`config.mk`:
```
export PLATFORM = sky130hd
export DESIGN_NAME = lfsr_range_rng
export DESIGN_NICKNAME = d
export VERILOG_FILES = /design/src/rtl/lfsr_range_rng.sv
export SDC_FILE = /design/constraint.sdc
export NUM_CORES = 1
export LEC_CHECK = 0
export CAP_MARGIN = 20
export CORE_UTILIZATION = 40
export DETAILED_ROUTE_END_ITERATION = 6
export GPL_TIMING_DRIVEN = 0
export PLACE_DENSITY = 0.69
export SLEW_MARGIN = 20
export SYNTH_ARGS = -nofsm -noshare
export SYNTH_HDL_FRONTEND = slang
export SYNTH_SLANG_ARGS = --single-unit
```
`constraint.sdc`:
```
create_clock -name clk_i -period 3.85 [get_ports clk_i]
set_clock_uncertainty 0.15 [all_clocks]
set_input_delay 0.5775 -clock clk_i [delete_from_list [all_inputs] [get_ports clk_i]]
set_output_delay 0.5775 -clock clk_i [all_outputs]
set_load 0.05 [all_outputs]
```
`src/rtl/lfsr_range_rng.sv`:
```
`default_nettype none
// ============================================================================
// Module   : lfsr_range_rng
// Purpose  : Galois-LFSR pseudo-random source with runtime reseed and
//            range-limited draws. A request latches [min,max] (swapped if
//            reversed), and the block draws masked LFSR bits until one lands
//            inside the span. If MAX_TRY draws are all rejected, a
//            folded-back fallback value is used instead.
// Ports    : clk_i          system clock, rising edge
//            rst_ni         asynchronous active-low reset
//            seed_load_i    load seed_in_i into the LFSR at the next edge
//            seed_in_i      reseed value (zero maps to SEED)
//            req_i          request one ranged value, sampled only in IDLE
//            min_val_i      lower bound, inclusive
//            max_val_i      upper bound, inclusive
//            busy_o         request in progress, req_i ignored
//            valid_o        one-cycle pulse, value_o is fresh
//            value_o        result, held until the next valid
//            lfsr_state_o   raw LFSR register
// Revision : 1.0 - initial release
// ============================================================================
module lfsr_range_rng #(
    parameter int                 WIDTH   = 16,
    parameter logic [WIDTH-1:0]   TAPS    = 16'hB400,
    parameter logic [WIDTH-1:0]   SEED    = 16'hACE1,
    parameter int                 OUT_W   = 10,
    parameter int                 MAX_TRY = 16
) (
    input  logic                clk_i,
    input  logic                rst_ni,
    input  logic                seed_load_i,
    input  logic [WIDTH-1:0]    seed_in_i,
    input  logic                req_i,
    input  logic [OUT_W-1:0]    min_val_i,
    input  logic [OUT_W-1:0]    max_val_i,
    output logic                busy_o,
    output logic                valid_o,
    output logic [OUT_W-1:0]    value_o,
    output logic [WIDTH-1:0]    lfsr_state_o
);

    localparam int TRY_W = (MAX_TRY > 1) ? $clog2(MAX_TRY) : 1;

    localparam logic [1:0] c_ST_IDLE  = 2'd0;
    localparam logic [1:0] c_ST_SETUP = 2'd1;
    localparam logic [1:0] c_ST_DRAW  = 2'd2;

    localparam logic [TRY_W-1:0] c_LAST_TRY = TRY_W'(MAX_TRY - 1);
    localparam logic [TRY_W-1:0] c_TRY_ONE  = TRY_W'(1);

    // ------------------------------------------------------------------
    // Registers
    // ------------------------------------------------------------------
    logic [WIDTH-1:0]   lfsr_q,  lfsr_d;
    logic [1:0]         state_q, state_d;
    logic [OUT_W-1:0]   lo_q,    lo_d;
    logic [OUT_W-1:0]   hi_q,    hi_d;
    logic [OUT_W:0]     span_q,  span_d;
    logic [OUT_W-1:0]   mask_q,  mask_d;
    logic [TRY_W-1:0]   try_q,   try_d;
    logic               busy_q,  busy_d;
    logic               valid_q, valid_d;
    logic [OUT_W-1:0]   value_q, value_d;

    // ------------------------------------------------------------------
    // Combinational helpers
    // ------------------------------------------------------------------
    logic [WIDTH-1:0]   w_lfsr_step;
    logic [OUT_W-1:0]   w_diff;
    logic [OUT_W:0]     w_span;
    logic [OUT_W-1:0]   w_mask;
    logic [OUT_W-1:0]   w_cand;
    logic               w_accept;
    logic [OUT_W-1:0]   w_fold;

    // Galois step: shift right, XOR taps in when the dropped bit was 1.
    assign w_lfsr_step = lfsr_q[0] ? ((lfsr_q >> 1) ^ TAPS) : (lfsr_q >> 1);

    // span = hi - lo + 1 needs one extra bit so the full range does not wrap.
    assign w_diff = hi_q - lo_q;
    assign w_span = {1'b0, w_diff} + {{OUT_W{1'b0}}, 1'b1};

    // Smallest all-ones mask covering span-1 (= hi-lo): smear the leading
    // one downward. This equals 2^k-1 with the smallest k such that 2^k >= span.
    always_comb begin
        w_mask = w_diff;
        for (int i = OUT_W - 2; i >= 0; i--) begin
            w_mask[i] = w_mask[i] | w_mask[i+1];
        end
    end

    assign w_cand   = lfsr_q[OUT_W-1:0] & mask_q;
    assign w_accept = ({1'b0, w_cand} < span_q);

    // Fallback only runs when cand >= span. In that case span <= mask < 2^OUT_W,
    // so the low OUT_W bits of span are exact. Because mask < 2*span, the
    // folded value is < span.
    assign w_fold = w_cand - span_q[OUT_W-1:0];

    // ------------------------------------------------------------------
    // Next-state logic
    // ------------------------------------------------------------------
    always_comb begin
        lfsr_d = seed_load_i ? ((seed_in_i == '0) ? SEED : seed_in_i) : w_lfsr_step;
    end

    always_comb begin
        state_d = state_q;
        lo_d    = lo_q;
        hi_d    = hi_q;
        span_d  = span_q;
        mask_d  = mask_q;
        try_d   = try_q;
        busy_d  = busy_q;
        valid_d = 1'b0;
        value_d = value_q;

        case (state_q)
            c_ST_IDLE: begin
                if (req_i) begin
                    if (min_val_i <= max_val_i) begin
                        lo_d = min_val_i;
                        hi_d = max_val_i;
                    end else begin
                        lo_d = max_val_i;
                        hi_d = min_val_i;
                    end
                    busy_d  = 1'b1;
                    state_d = c_ST_SETUP;
                end
            end

            c_ST_SETUP: begin
                span_d  = w_span;
                mask_d  = w_mask;
                try_d   = '0;
                state_d = c_ST_DRAW;
            end

            c_ST_DRAW: begin
                if (w_accept) begin
                    value_d = lo_q + w_cand;
                    valid_d = 1'b1;
                    busy_d  = 1'b0;
                    state_d = c_ST_IDLE;
                end else if (try_q == c_LAST_TRY) begin
                    value_d = lo_q + w_fold;
                    valid_d = 1'b1;
                    busy_d  = 1'b0;
                    state_d = c_ST_IDLE;
                end else begin
                    try_d = try_q + c_TRY_ONE;
                end
            end

            default: begin
                busy_d  = 1'b0;
                state_d = c_ST_IDLE;
            end
        endcase
    end

    // ------------------------------------------------------------------
    // State registers
    // ------------------------------------------------------------------
    always_ff @(posedge clk_i or negedge rst_ni) begin
        if (!rst_ni) begin
            lfsr_q  <= SEED;
            state_q <= c_ST_IDLE;
            lo_q    <= '0;
            hi_q    <= '0;
            span_q  <= '0;
            mask_q  <= '0;
            try_q   <= '0;
            busy_q  <= 1'b0;
            valid_q <= 1'b0;
            value_q <= '0;
        end else begin
            lfsr_q  <= lfsr_d;
            state_q <= state_d;
            lo_q    <= lo_d;
            hi_q    <= hi_d;
            span_q  <= span_d;
            mask_q  <= mask_d;
            try_q   <= try_d;
            busy_q  <= busy_d;
            valid_q <= valid_d;
            value_q <= value_d;
        end
    end

    assign busy_o       = busy_q;
    assign valid_o      = valid_q;
    assign value_o      = value_q;
    assign lfsr_state_o = lfsr_q;

endmodule
`default_nettype wire
```
==> impl_metrics.json, run 1 <==
{
  "outcome": "finished, final reports clean",
  "synthDistinctLibCells": 62,
  "slowest_stage": "dfstp_2",
  "vdd_drop_max_mv": 0.342,
  "leakagePower_nw": 3.01,
  "cts_buffers": 9,
  "antenna_found_initial": 0,
  "hpwlAfterDp_um": 10100,
  "crit_cells": 11,
  "n_antenna_cell": 0,
  "min_period_over_period": 0.863,
  "stdcell_area_um2": 6590,
  "powerDensity_nw_per_um2": 1030,
  "grt_pass1_wl_um": 21100,
  "power.total_mw": 6.75,
  "die_h_um": 118,
  "setup_viol": 0,
  "grt_max_degree": 61,
  "drt_iter0_drc": 182,
  "slew_viol_final": 0,
  "hold_violations": 0,
  "synth_top_family_by_area": "compound AO/OA/AOI/OAI gates",
  "placed_cell_area_um2": 6260,
  "regToRegEndpoint": "value_o[8]",
  "synth-compound-area-share": 0.165,
  "grt_pass1_vias": 4413,
  "clockRootBuffer": "clkbuf_16",
  "cts.path.max_buffers": 2,
  "synthAdderAreaFrac": 0.156,
  "io_buffers": 66,
  "clkLatencyLatePin_ps": 340,
  "max-slew-margin-rel": 0.448,
  "cp_top_family": "compound AO/OA/AOI/OAI gates",
  "wl_um": 12500,
  "synthXorXnorAreaFrac": 0.0551,
  "post_cts_buffers": 0,
  "min_path_cells": 1,
  "wire_per_inst_um": 15.3,
  "cp.required_ps": 3920,
  "ios": 68,
  "core_area_um2": 12800,
  "ys.warnings.count": 0,
  "crit_top_cell": "a21o_1",
  "achievable-frequency_ghz": 0.301,
  "cp_cell_sequence": "clkbuf_1 -> nand2_1 -> ha_1 -> nor2b_1 -> o21a_1 -> o211ai_1 -> a21o_1 -> a21oi_2 -> a21o_1 -> buf_2 -> mux2_2",
  "hold_class": "reg2reg",
  "yosys-top-cells-area": "dfrtp_1 (31%), ha_1 (11%), mux2i_1 (5.8%), inv_1 (4.7%), fa_1 (4.1%)",
  "gr-usage-all-layers": 0.190,
  "area_delta_synth_final_pct": 23.0,
  "synth_flop_cell": "dfrtp_1",
  "reg2reg_slack_ps": 530,
  "yosys.area.top_type": "dfrtp_1",
  "min_period_ps": 3320,
  "place.gp.congestion": 0.845,
  "vias_per_cell": 5.18,
  "synthSimpleGateAreaFrac": 0.118,
  "crit_type": "reg2reg",
  "drive_gt1_frac": 0.0912,
  "synthesis.nets": 663,
  "seq_area_frac_synth": 0.352,
  "cp-start-kind": "register",
  "post_cts_resized": 0,
  "startpoint": "lfsr_state_o[0]",
  "drtAntennaViolNets": 0,
  "num_rows": 41,
  "synth_edf_count": 0,
  "syn_area_um2": 5360,
  "dr.pass1.iters": 4,
  "async_flop_share": 1.00,
  "tightest_slew_ps": 826,
  "postSynthAreaPerCell_um2": 9.51,
  "cpPeakStageDelay_ps": 520,
  "grt_overflow": 0,
  "critPathMaxFanout": 10,
  "via_count": 4239,
  "r2r_cells": 11,
  "cp-endpoint": "value_o[8]",
  "start_util": 0.418,
  "rsz0062_at_grt": "false",
  "netlist_instances": 563,
  "ys_seq_elements": 75,
  "die_width_um": 118,
  "maxCapViolCount": 0,
  "clock-sinks": 75,
  "final_nets": 742,
  "clk_pin_slew_ps": 60,
  "synthMuxAreaShare": 0.0937,
  "layout_common_cells": "inv_1 (67), dfrtp_1 (67), clkdlybuf4s50_1 (65)",
  "worst_ep_arrival_time_ps": 3390,
  "r2r-start": "lfsr_state_o[0]",
  "drc": 0,
  "h-tree-depth": 3,
  "cts_tree": "yes",
  "endpoint_kind": "register",
  "dieArea_um2": 13900,
  "path_buf_inv": 2,
  "synth_top_area_frac": 0.313
}
state kept, by name, indices dropped and copies added (netlist names):
signal and count:
state_q 2, span_q 11, hi_q 10, lo_q 10, valid_o 1, busy_o 1, mask_q 10, try_q 4
value_o 10, lfsr_state_o 16
per-layer routing:
layer	GRT usage	routed length, um
met5	0	0
met2	0.338	6230
met1	0.233	5710
met4	0.0633	198
met3	0.0291	385
per-stage QoR:
step           TNS, ps  hold slack, ps  std cells  setup WS [ps]   util
2_1_floorplan        0             132        563            726      -
3_3_place_gp    -31870             321        801           -481  0.486
3_5_place_dp         0             315        802            485  0.488
4_1_cts              0             357        819            477  0.514
5_1_grt              0             373        819            271  0.514
6_report             0             351        819            526  0.514
synthesized netlist by cell type, drive strengths merged (5+ instances only):
| master | instances |
|---|---|
| o21a | 7 |
| a21oi | 42 |
| mux2i | 31 |
| a31oi | 6 |
| ha | 49 |
| buf | 5 |
| nand2b | 6 |
| clkbuf | 11 |
| fa | 11 |
| nand2 | 31 |
| dfstp | 8 |
| a211oi | 5 |
| xor2 | 20 |
| nor2b | 7 |
| nor4 | 5 |
| nor2 | 52 |
| o21ai | 25 |
| xnor2 | 12 |
| nor3 | 8 |
| dfrtp | 67 |
| nand3 | 10 |
| inv | 67 |
| o22a | 9 |
| mux2 | 17 |
| a21o | 12 |
final cells by class:
| class | count | area (um^2) |
|---|---|---|
| Tap cell | 172 | 215 |
| Multi-Input combinational cell | 405 | 3150 |
| Inverter | 67 | 251 |
| Timing Repair Buffer | 68 | 696 |
| Sequential cell | 75 | 1890 |
| Fill cell | 1201 | 6240 |
| Clock buffer | 10 | 229 |
| Buffer | 16 | 70.1 |
| Clock inverter | 6 | 90.1 |
worst min path at each step:
stage,slack (ps),to,from
final,350,value_o[7],value_o[7]
after floorplan,130,busy_o,rst_ni
after global routing,370,value_o[7],value_o[7]
after CTS,360,value_o[5],value_o[5]
after global placement,320,mask_q[9],mask_q[9]
after detailed placement,320,value_o[1],rst_ni
what timing repair did:
| item | in CTS | in global routing |
|---|---|---|
| endpoints found under the setup margin | 0 | 0 |
| hold buffers | 1 | 0 |
| hold endpoints to repair | 15 | 0 |
cells by family (layout without fill, tap and decap cells):
| group | after synthesis | in the layout |
|---|---|---|
| xor+xnor | 32 | 32 |
| mux | 48 | 48 |
| flops | 75 | 75 |
| fa+ha+maj | 60 | 60 |
| compound gates | 131 | 131 |
| simple gates | 134 | 134 |
| buf+inv | 83 | 167 |
report_power, final:
part | leakage [nW] | switching [mW] | internal, mW | total [mW]
logic | 2.01 | 2.60 | 1.93 | 4.53
clock network | 0.153 | 0.338 | 0.570 | 0.908
registers | 0.849 | 0.232 | 1.08 | 1.31
total | 3.01 | 3.17 | 3.58 | 6.75
(Power assumes the default switching activity.)
==> inputs of run 2 (changes only) <==
--- a/config.mk
+++ b/config.mk
@@ -8,8 +8,9 @@
 export CAP_MARGIN = 20
 export CORE_UTILIZATION = 40
 export DETAILED_ROUTE_END_ITERATION = 6
+export DONT_BUFFER_PORTS = 1
 export GPL_TIMING_DRIVEN = 0
-export PLACE_DENSITY = 0.69
+export PLACE_DENSITY = 0.62
 export SLEW_MARGIN = 20
 export SYNTH_ARGS = -nofsm -noshare
 export SYNTH_HDL_FRONTEND = slang
==> impl_metrics.json, run 2 (synthesized netlist as in run 1, its figures left out) <==
{
  "final_core_util": 0.462,
  "wl_um": 12300,
  "die_h_um": 118,
  "worst_ep_arrival_time_ps": 3690,
  "clk_pin_slew_ps": 60,
  "regToRegEndpoint": "value_o[5]",
  "cpPeakStageDelay_ps": 690,
  "cts_buffers": 9,
  "hold_class": "in2reg",
  "grt_max_degree": 76,
  "hpwlAfterDp_um": 9820,
  "antenna_found_initial": 0,
  "cp-start-kind": "register",
  "slowest_stage": "dfstp_2",
  "hold_violations": 0,
  "slew_viol_final": 0,
  "crit_top_cell": "a21o_1",
  "area_delta_synth_final_pct": 10.5,
  "io_buffers": 0,
  "reg2reg_slack_ps": 240,
  "num-fill-cells": 1249,
  "drt_iter0_drc": 223,
  "cts_tree": "yes",
  "rsz0062_at_grt": "false",
  "cts_hold_buf": 2,
  "min_path_cells": 1,
  "final_nets": 676,
  "post_cts_resized": 0,
  "largest_reg_flops": 16,
  "wire_per_inst_um": 16.4,
  "multiInputGateArea_um2": 3150,
  "hold_ws_ps": 215,
  "vias_per_cell": 5.33,
  "max-slew-margin-rel": 0.543,
  "min_period_over_period": 0.938,
  "grt_pass1_wl_um": 21100,
  "place.gp.congestion": 0.824,
  "num_rows": 41,
  "clkLatencyLatePin_ps": 340,
  "grt_pass1_vias": 4140,
  "via_count": 4017,
  "drc": 0,
  "dieArea_um2": 13900,
  "min_period_ps": 3610,
  "hold_end": "lfsr_state_o[15]",
  "h-tree-depth": 3,
  "clock-sinks": 75,
  "n_antenna_cell": 0,
  "dr.pass1.iters": 4,
  "cp_cell_sequence": "clkbuf_1 -> nand2_1 -> ha_1 -> nor2b_1 -> o21a_1 -> o211ai_1 -> a21o_1 -> a21oi_2 -> a21o_1 -> buf_2 -> mux2_2",
  "drtAntennaViolNets": 0,
  "setup_viol": 0,
  "critPathMaxFanout": 10,
  "r2r-start": "lfsr_state_o[0]",
  "layout_common_cells": "inv_1 (67), dfrtp_1 (67), nor2_1 (52)",
  "maxCapViolCount": 0,
  "endpoint_kind": "register",
  "tightest_slew_ps": 684,
  "cp.required_ps": 3920,
  "min-delay-start": "seed_in_i[15]",
  "clockRootBuffer": "clkbuf_16",
  "die_width_um": 118,
  "gr-usage-all-layers": 0.193,
  "placed_cell_area_um2": 5570,
  "grt_overflow": 0,
  "drive_gt1_frac": 0.102,
  "achievable-frequency_ghz": 0.277,
  "crit_type": "reg2reg",
  "r2r_cells": 11,
  "setup_tns_ps": 0,
  "core_area_um2": 12800,
  "regArea_um2": 1890,
  "outcome": "finished, final reports clean",
  "cts.path.max_buffers": 2,
  "post_cts_buffers": 0,
  "stdcell_area_um2": 5920,
  "start_util": 0.418,
  "ios": 68
}
run 2: changes by cell type in the layout (fill, tap and decap cells not counted), sizes merged:
cell           change
buf                -1
bufinv             -1
clkbuf             +1
clkdlybuf4s50     -65
clkinvlp           -1
inv                +1
run 2: layout make-up:
class                           count  share of cell area
Inverter                           67              0.0425
Sequential cell                    75               0.319
Buffer                             16              0.0118
Clock buffer                       11              0.0427
Tap cell                          172              0.0364
Timing Repair Buffer                2             0.00634
Clock inverter                      5             0.00972
Multi-Input combinational cell    405               0.532
run 2: metrics by stage:
| step | cells | setup slack, ps |
|---|---|---|
| 2_1_floorplan | 563 | 726 |
| 3_3_place_gp | 735 | 326 |
| 4_1_cts | 753 | 220 |
| 3_5_place_dp | 735 | 234 |
| 5_1_grt | 753 | 50.7 |
| 6_report | 753 | 238 |
run 2: worst max-delay path, delay by kind of cell (launching register included):
family,cells,cell delay [ps]
adder cells (fa/ha/maj),1,280
buffers and inverters,2,590
AND/OR/NAND/NOR,2,310
multiplexers,1,360
flip-flops,1,690
AO/OA/AOI/OAI,5,1120
run 2: worst max-delay path by stage:
stage / from / endpoint / slack [ps]
final: lfsr_state_o[0] / value_o[5] / 240
after global routing: lfsr_state_o[0] / value_o[3] / 50
after CTS: lfsr_state_o[0] / value_o[2] / 220
after detailed placement: lfsr_state_o[0] / value_o[7] / 230
after global placement: lfsr_state_o[0] / value_o[1] / 330
after floorplan: lfsr_state_o[0] / value_o[8] / 730
run 2: layer usage:
| layer | up-vias | part of all wire | global-route usage |
|---|---|---|---|
| li1 | 1989 | - | - |
| met1 | 1958 | 0.47 | 0.248 |
| met2 | 61 | 0.48 | 0.319 |
| met3 | 9 | 0.035 | 0.0494 |
| met4 | 0 | 0.011 | 0.0505 |
| met5 | - | 0 | 0 |
Power of run 2 is left out: the tool's default activity adds up to more than one toggle a clock period on the data nets, which glitch-free logic cannot reach.
